File: src/rtl/audio_sample_feeder.sv
// rtl/audio_sample_feeder.sv - sample FIFO feeding a word serializer under play control
// A RELEASE state drops the enable for one cycle between words so the serializer can clear its done flag.
module audio_sample_feeder #(
    parameter int WORD_LENGTH = 16,
    parameter int FIFO_DEPTH  = 16
) (
    input  logic                          clock_i,
    input  logic                          reset_n_i,
    input  logic                          play_i,
    input  logic [WORD_LENGTH-1:0]        wr_data_i,
    input  logic                          wr_valid_i,
    output logic                          wr_ready_o,
    output logic [WORD_LENGTH-1:0]        ser_data_o,
    output logic                          ser_enable_o,
    input  logic                          ser_done_i,
    output logic [$clog2(FIFO_DEPTH):0]   fifo_count_o,
    output logic                          busy_o,
    output logic                          underrun_o,
    output logic [7:0]                    underrun_count_o
);
    localparam int AW = $clog2(FIFO_DEPTH);
    localparam int CW = AW + 1;

    typedef enum logic [1:0] {ST_IDLE, ST_RUN, ST_RELEASE} state_t;

    state_t                 state_q, state_d;
    logic [AW-1:0]          wr_ptr_q, wr_ptr_d, rd_ptr_q, rd_ptr_d;
    logic [CW-1:0]          count_q, count_d;
    logic                   full_q, full_d;
    logic [WORD_LENGTH-1:0] ser_data_q, ser_data_d;
    logic                   ser_enable_q, ser_enable_d;
    logic                   busy_q, busy_d;
    logic                   underrun_q, underrun_d;
    logic [7:0]             underrun_count_q, underrun_count_d;
    logic [WORD_LENGTH-1:0] mem_q [FIFO_DEPTH];
    logic                   push, pop, can_pop;

    always_comb begin
        push             = wr_valid_i && !full_q;
        can_pop          = play_i && (count_q != '0);
        pop              = 1'b0;
        state_d          = state_q;
        ser_data_d       = ser_data_q;
        underrun_d       = 1'b0;
        underrun_count_d = underrun_count_q;
        case (state_q)
            ST_IDLE: begin
                if (can_pop) begin
                    pop        = 1'b1;
                    ser_data_d = mem_q[rd_ptr_q];
                    state_d    = ST_RUN;
                end
            end
            ST_RUN: begin
                if (ser_done_i) state_d = ST_RELEASE;
            end
            ST_RELEASE: begin
                if (can_pop) begin
                    pop        = 1'b1;
                    ser_data_d = mem_q[rd_ptr_q];
                    state_d    = ST_RUN;
                end else begin
                    state_d = ST_IDLE;
                    if (play_i) begin
                        underrun_d = 1'b1;
                        if (underrun_count_q != 8'hFF) underrun_count_d = underrun_count_q + 8'd1;
                    end
                end
            end
            default: state_d = ST_IDLE;
        endcase
        // Pointers are AW bits wide, so wrap modulo FIFO_DEPTH comes for free.
        wr_ptr_d     = wr_ptr_q + AW'(push);
        rd_ptr_d     = rd_ptr_q + AW'(pop);
        count_d      = count_q + CW'(push) - CW'(pop);
        full_d       = (count_d == CW'(FIFO_DEPTH));
        ser_enable_d = (state_d == ST_RUN);
        busy_d       = (state_d != ST_IDLE);
    end

    always_ff @(posedge clock_i or negedge reset_n_i) begin
        if (!reset_n_i) begin
            state_q          <= ST_IDLE;
            wr_ptr_q         <= '0;
            rd_ptr_q         <= '0;
            count_q          <= '0;
            full_q           <= 1'b0;
            ser_data_q       <= '0;
            ser_enable_q     <= 1'b0;
            busy_q           <= 1'b0;
            underrun_q       <= 1'b0;
            underrun_count_q <= '0;
        end else begin
            state_q          <= state_d;
            wr_ptr_q         <= wr_ptr_d;
            rd_ptr_q         <= rd_ptr_d;
            count_q          <= count_d;
            full_q           <= full_d;
            ser_data_q       <= ser_data_d;
            ser_enable_q     <= ser_enable_d;
            busy_q           <= busy_d;
            underrun_q       <= underrun_d;
            underrun_count_q <= underrun_count_d;
        end
    end

    // Storage needs no reset; the pointers define what is valid.
    always_ff @(posedge clock_i) begin
        if (push) mem_q[wr_ptr_q] <= wr_data_i;
    end

    assign wr_ready_o       = !full_q;
    assign ser_data_o       = ser_data_q;
    assign ser_enable_o     = ser_enable_q;
    assign fifo_count_o     = count_q;
    assign busy_o           = busy_q;
    assign underrun_o       = underrun_q;
    assign underrun_count_o = underrun_count_q;
endmodule

File: config.mk
export PLATFORM = sky130hd
export DESIGN_NAME = audio_sample_feeder
export DESIGN_NICKNAME = d
export VERILOG_FILES = /design/src/rtl/audio_sample_feeder.sv
export SDC_FILE = /design/constraint.sdc
export NUM_CORES = 1
export LEC_CHECK = 0
export ABC_AREA = 1
export BUFFER_PORTS_ARGS = -buffer_cell sky130_fd_sc_hd__buf_4
export CAP_MARGIN = 20
export CORE_AREA = 2 2 112 223
export DETAILED_ROUTE_END_ITERATION = 8
export DIE_AREA = 0 0 114 225
export PLACE_DENSITY = 0.71
export RECOVER_POWER = 50
export SYNTH_ARGS = -nofsm -noshare
export SYNTH_HDL_FRONTEND = slang
export SYNTH_SLANG_ARGS = --single-unit
File: constraint.sdc
create_clock -name clock_i -period 3.3 [get_ports clock_i]
set_input_delay 0.165 -clock clock_i [delete_from_list [all_inputs] [get_ports clock_i]]
set_output_delay 0.165 -clock clock_i [all_outputs]
set_load 0.05 [all_outputs]
==> run_results.csv, run 1 <==
group,metric,value,unit
outcome,status,"finished clean",
pwr,p_leak,0.00634,uW
clock_network,numCtsBuffers,25,
drt,via_per_inst,5.35,
sta,finalCriticalPeriod,2.52,ns
logic_synthesis,syn-num-nets,1286,
drt,drt-pass1-iter-count,7,
layout,finalNonFillerCells,1627,
logic_synthesis,syn_area_per_cell,10.3,sq um
sta,drv_slew,0,
die,rows,80,
logic_synthesis,ys_types,26,
layout,drive_above_1_share,8.06,%
layout,fin_nets,1353,
logic_synthesis,ys_ff_latch,299,
clock_network,root_buffer,"clkbuf_16",
critical_path,required,3.71,ns
sta,finalClockSkew,0.0115,ns
global_routing,grt_max_degree,118,
clock_network,ctsLongestPathBuffers,3,
sta,final-setup-viol-count,0,
clock_network,cts_resized,0,
run,cap_violations,0,
die,ios,54,
logic_synthesis,synth_area,13000,sq um
clock_network,tritoncts,"done",
drt,num_vias,8711,
pwr,power.density,857,nW/um^2
critical_path,worstSetupPathType,"reg2reg",
layout,fill_cells,1929,
layout,antenna_cells,0,
drt,route.detailed.drc,0,
critical_path,crit_top_cell,"inv_1",
critical_path,critical_path.max_stage_delay,0.39,ns
clock_network,clk_pin_slew,0.06,ns
sta,slew_headroom,24.2,%
critical_path,worstSetupStartpointType,"flip-flop",
drt,wl_per_cell,18.5,microns
die,initial_core_util,54.4,%
drt,drtAntennaViolNets,0,
logic_synthesis,ys_seq_area_share,67.7,%
die,die_x,114,microns
critical_path,cp_max_fo,3,
clock_network,cts_max_level,1,
place,gp_congestion,0.821,
die,fp.dieArea,25700,sq um
global_routing,grt_pass1_vias,8542,
critical_path,slowest_stage,"fa_1",
logic_synthesis,synth_top_cell_by_area,"edfxtp_1",
drt,wl,30100,microns
die,core_region_area,23800,sq um
clock_network,cts_sinks,299,
die,die_h,225,microns
global_routing,track_usage,24.1,%
layout,post-route-util,60.5,%
pwr,vdd_drop_max,0.863,mV
logic_synthesis,synthCells,1255,
clock_network,clock_latency,0.53,ns
logic_synthesis,yosys-top-cells-area,"edfxtp_1 (59%), nand2_1 (12%), dfrtp_1 (8.3%), nand3_1 (7.8%), inv_1 (6.2%)",
logic_synthesis,synth_top_area_share,59.4,%
drt,drt_iter0_drc,640,
place,dpl.cell_count,1563,
sta,finalCritPeriodShare,76.3,%
place,io_buffers,53,
sta,hold_viol,0,
sta,grt_setup_unrepaired,"false",
place,dp_hpwl,18400,microns
critical_path,crit_chain,"inv_1 -> ha_1 -> inv_1 -> nor2_1 -> a21oi_2 -> inv_1 -> nor2_1 -> inv_1 -> nand2_1 -> ha_1 -> inv_1 -> fa_1 -> o21ai_0 -> xor2_1 -> nor3_1",
sta,finalSetupTns,0,ns
critical_path,cp-end-kind,"flip-flop",
global_routing,antenna_found_initial,0,
layout,area.growth.synth_to_final,11.3,%
sta,worst_pin_slew,1.14,ns
global_routing,overflow,0,
layout,final_cell_area,14400,sq um
sta,fmax,397,MHz
critical_path,arrival,2.93,ns
global_routing,grt_pass1_wl,46500,microns
worst_hold_path,min_path_type,"in2reg",
place,dpl_cell_area,13600,sq um
logic_synthesis,yosysWarnings,0,
[area by class of cell]
type | count | area, sq um | area share (%)
clock buffer | 35 | 693 | 4.81
clock inverter | 10 | 51.3 | 0.356
inverter | 217 | 820 | 5.68
multi-input combinational | 684 | 3070 | 21.3
sequential | 299 | 8770 | 60.8
tap | 287 | 359 | 2.49
timing repair buffer | 95 | 661 | 4.58
[cell usage after synthesis (all sizes together)]
master	instances
ha	9
a21oi	3
fa	1
dfrtp	43
edfxtp	256
nand2	420
clkinv	1
xor2	9
xnor2	5
nor2	27
buf	46
nand3	202
clkbuf	9
inv	216
o21ai	5
nor3	2
nand4	1
[report_power, final]
group,internal [uW],switching (uW),leakage (uW)
Sequential,4690,334,0.00285
Combinational,1250,3340,0.00312
Clock,1470,1280,0.000373
Total,7400,4950,0.00634
[stage by stage]
stage | setup slack (ns) | total power, uW | hold slack, ns
floorplan | 0.392 | 8320 | -0.131
global placement | 0.839 | 9640 | 0.217
detailed placement | 0.769 | 9720 | 0.217
CTS | 0.761 | 12500 | 0.128
global route | 0.505 | 13000 | 0.142
finish | 0.783 | 12400 | 0.117
[kinds of logic after synthesis]
| family | Yosys count | synth area share, % |
|---|---|---|
| and+or+nand+nor | 652 | 21.0 |
| buffers and inverters | 272 | 8.98 |
| xor gates and xnor gates | 14 | 0.947 |
| AOI/OAI and AO/OA | 8 | 0.425 |
| adders and majority gates | 10 | 1.02 |
| DFF | 299 | 67.7 |
[final timing paths]
path,depth (start not counted),slack [ns],end,start
min in group asynchronous,2,0.21,ser_data_o[5]$_DFFE_PN0P_,reset_n_i
max in group asynchronous,2,2.63,rd_ptr_q[0]$_DFF_PN0_,reset_n_i
min reg2reg,2,0.48,ser_data_o[3]$_DFFE_PN0P_,ser_data_o[3]$_DFFE_PN0P_
max,15,0.78,full_q$_DFF_PN0_,fifo_count_o[2]$_DFF_PN0_
max reg2reg,15,0.78,full_q$_DFF_PN0_,fifo_count_o[2]$_DFF_PN0_
min,4,0.12,wr_ptr_q[0]$_DFF_PN0_,wr_valid_i
[repair_timing]
item / in CTS / in global routing
hold buffers: 19 / 0
buffers inserted: 0 / 0
endpoints found under the hold margin: 303 / 0
[registers in the layout, summed over array words and instances, names as in the netlist]
register,count
full_q,1
underrun_count_o,8
mem_q,256
wr_ptr_q,4
fifo_count_o,5
ser_data_o,16
underrun_o,1
busy_o,1
state_q,2
ser_enable_o,1
rd_ptr_q,4
[routing by layer]
metal | part of all wire (%) | wire length (microns) | vias to the layer above | GRT usage, %
met5 | 0 | 0 | - | 0
met2 | 54 | 16300 | 298 | 44.0
met1 | 36 | 11000 | 4211 | 27.7
li1 | - | - | 4134 | -
met3 | 5.5 | 1650 | 68 | 2.96
met4 | 3.9 | 1160 | 0 | 11.4
[placed cells by master, fill, tap and decap left out, drive strengths merged]
cell           n
nand3        202
nor2          27
nand2        420
o21ai          5
nand4          1
clkinv        11
xor2           9
xnor2          5
fa             1
nor3           2
a21oi          3
dfrtp         43
inv          216
edfxtp       256
buf           46
ha             9
clkbuf        65
dlygate4sd3   19
[critical path: cells and delay by family, from the launching register on]
kind	cells	cell delay (ns)
adder cells (fa/ha/maj)	3	0.75
buffers and inverters	5	0.36
XOR/XNOR	1	0.22
flip-flops	1	0.38
AO/OA/AOI/OAI	2	0.34
AND/OR/NAND/NOR	4	0.37
(Power assumes the default switching activity.)
==> run 2, diff against run 1 <==
PLACE_DENSITY = 0.74   (was 0.71)
clock period = 2.25 ns   (was 3.3 ns; I/O delays follow)
==> run 2 against run 1 <==
Net effect: the flow now finishes with violations (setup timing); critical path depth unchanged; global-route usage up 0.43 points; worst hold slack improved by 0.081 ns; design area is 3.9% higher; sequential cell count is the same; via count increased by 1.4%; non-clock buffer count is 31 higher; critical endpoint unchanged; highest routed layer unchanged.
==> run_results.csv, run 2 (synthesis results as in run 1) <==
group,metric,value,unit
layout,mostFrequentLayoutCells,"nand2_1 (419), edfxtp_1 (256), inv_1 (207)",
critical_path,required,2.67,ns
layout,final_cell_area,15000,sq um
layout,final_common_cell,"nand2_1",
die,initial_core_util,54.4,%
layout,largest_register_ffs,256,
sta,drv_slew,0,
critical_path,r2r_start,"fifo_count_o[3]$_DFF_PN0_",
drt,drt_iter0_drc,848,
global_routing,track_usage,24.5,%
critical_path,startpoint,"fifo_count_o[3]$_DFF_PN0_",
critical_path,reg2reg_depth,15,
pwr,p_switching,7520,uW
drt,num_vias,8836,
layout,fill_cells,1867,
drt,route.detailed.drc,0,
critical_path,path_delay_family,"adder cells",
sta,final-setup-viol-count,2,
drt,via_per_inst,5.33,
die,ios,54,
pwr,power.share.clock,24.6,%
sta,finalCriticalPeriod,2.26,ns
critical_path,crit_cells,15,
place,gp_congestion,0.822,
place,io_buffers,53,
drt,wl,30600,microns
die,core_region_area,23800,sq um
clock_network,root_buffer,"clkbuf_16",
run,cap_violations,0,
drt,drtAntennaViolNets,0,
sta,fmax,442,MHz
pwr,p_int,12000,uW
pwr,p_leak,0.00660,uW
critical_path,r2r_slack,-0.01,ns
place,dp_slack,0.00233,ns
pwr,p_sw_share,38.6,%
critical_path,crit_top_cell,"inv_2",
place,dpl_cell_area,13900,sq um
sta,finalClockSkew,0.00869,ns
critical_path,crit_buf_inv,5,
outcome,status,"finished, violations left",
drt,drt-pass1-iter-count,5,
pwr,vdd_drop_max,1.02,mV
clock_network,clock_latency,0.53,ns
sta,hold_viol,0,
die,die_h,225,microns
critical_path,arrival,2.68,ns
sta,grt_setup_unrepaired,"true",
global_routing,grt_max_degree,91,
drt,wl_per_cell,18.4,microns
critical_path,slowest_stage,"fa_2",
sta,fin_ws,-0.0121,ns
layout,area.growth.synth_to_final,15.7,%
critical_path,cp-end-kind,"flip-flop",
global_routing,grt_pass1_vias,8959,
pwr,pwr-share-seq,36.9,%
worst_hold_path,min_path_type,"in2reg",
sta,finalCritPeriodShare,101,%
pwr,p_comb_share,38.4,%
critical_path,worstSetupStartpointType,"flip-flop",
pwr,power.density,1300,nW/um^2
sta,hold-worst-slack,0.198,ns
clock_network,ctsLongestPathBuffers,3,
critical_path,critical_path.max_stage_delay,0.38,ns
outcome,violations,"setup timing",
layout,fin_nets,1384,
critical_path,cp_max_fo,3,
layout,largest-register,"mem_q",
clock_network,numCtsBuffers,25,
global_routing,grt_pass1_wl,47800,microns
sta,slew_headroom,29.4,%
clock_network,cts_max_level,1,
layout,drive_above_1_share,11.8,%
global_routing,antenna_found_initial,1,
critical_path,crit_end,"full_q$_DFF_PN0_",
clock_network,cts_sinks,299,
die,fp.dieArea,25700,sq um
critical_path,worstSetupPathType,"reg2reg",
die,die_x,114,microns
global_routing,overflow,0,
sta,worst_pin_slew,1.06,ns
place,dp_hpwl,18800,microns
clock_network,tritoncts,"done",
clock_network,clk_pin_slew,0.07,ns
critical_path,crit_chain,"inv_2 -> ha_4 -> inv_2 -> nor2_4 -> a21oi_4 -> inv_2 -> nor2_4 -> inv_2 -> nand2_2 -> ha_4 -> inv_2 -> fa_2 -> o21ai_2 -> xor2_2 -> nor3_2",
die,rows,80,
sta,finalSetupTns,-0.0199,ns
critical_path,r2r-end,"full_q$_DFF_PN0_",
==> run 2: what timing repair did <==
item / 4_1_cts / 5_1_grt
pin swaps: 8 / 8
endpoints found under the hold margin: 303 / 0
resized for setup: 3 / 3
hold buffers: 19 / 0
endpoints found under the setup margin: 1 / 2
buffers inserted: 2 / 4
==> run 2: layout make-up <==
| type | count | area (sq um) | area share (%) |
|---|---|---|---|
| inverter | 217 | 820 | 5.47 |
| clock inverter | 19 | 280 | 1.87 |
| timing repair buffer | 126 | 982 | 6.55 |
| multi-input combinational | 684 | 3140 | 21.0 |
| clock buffer | 26 | 629 | 4.20 |
| tap | 287 | 359 | 2.40 |
| sequential | 299 | 8770 | 58.5 |
| antenna | 1 | 2.50 | 0.0167 |
==> run 2: worst min path at each step <==
stage	start	end	slack, ns	cells after the start
after global routing	wr_valid_i	wr_ptr_q[0]$_DFF_PN0_	0.20	4
after detailed placement	reset_n_i	ser_data_o[12]$_DFFE_PN0P_	0.13	1
final	wr_valid_i	wr_ptr_q[0]$_DFF_PN0_	0.20	4
after global placement	reset_n_i	ser_data_o[12]$_DFFE_PN0P_	0.13	1
after CTS	reset_n_i	ser_data_o[12]$_DFFE_PN0P_	0.12	2
after floorplan	reset_n_i	busy_o$_DFF_PN0_	-0.18	0
==> run 2: per-stage QoR <==
stage               total power (uW)  std cells  utilization (%)
floorplan                      12300       1255                -
global placement               14500       1588             58.4
detailed placement             14700       1588             58.4
CTS                            19500       1654             63.2
global route                   20500       1659             62.9
finish                         19500       1659             62.9
==> run 2: per-layer routing <==
metal  vias to the layer above  part of all wire [%]  wire (microns)  global-route usage, %
met2                       308                    54           16500                   44.7
met1                      4247                    36           11200                   28.6
met3                        79                   5.4            1640                   2.80
li1                       4202                     -               -                      -
met4                         0                   4.0            1230                   11.3
met5                         -                     0               0                      0
==> run 2: power groups by stage <==
stage	combinational [uW]	clock, uW	sequential, uW
5_1_grt	8190	5070	7270
3_3_place_gp	7210	0	7280
2_1_floorplan	4340	0	7970
4_1_cts	7500	4860	7190
6_report	7490	4800	7190
3_5_place_dp	7350	0	7300
==> run 2: worst reg2reg max path, stage by stage, from the launching register on <==
cell and delay, ns:
dfrtp_2 0.36, inv_2 0.05, ha_4 0.15, inv_2 0.06, nor2_4 0.04, a21oi_4 0.16
inv_2 0.08, nor2_4 0.13, inv_2 0.05, nand2_2 0.06, ha_4 0.14, inv_2 0.04
fa_2 0.38, o21ai_2 0.18, xor2_2 0.20, nor3_2 0.07
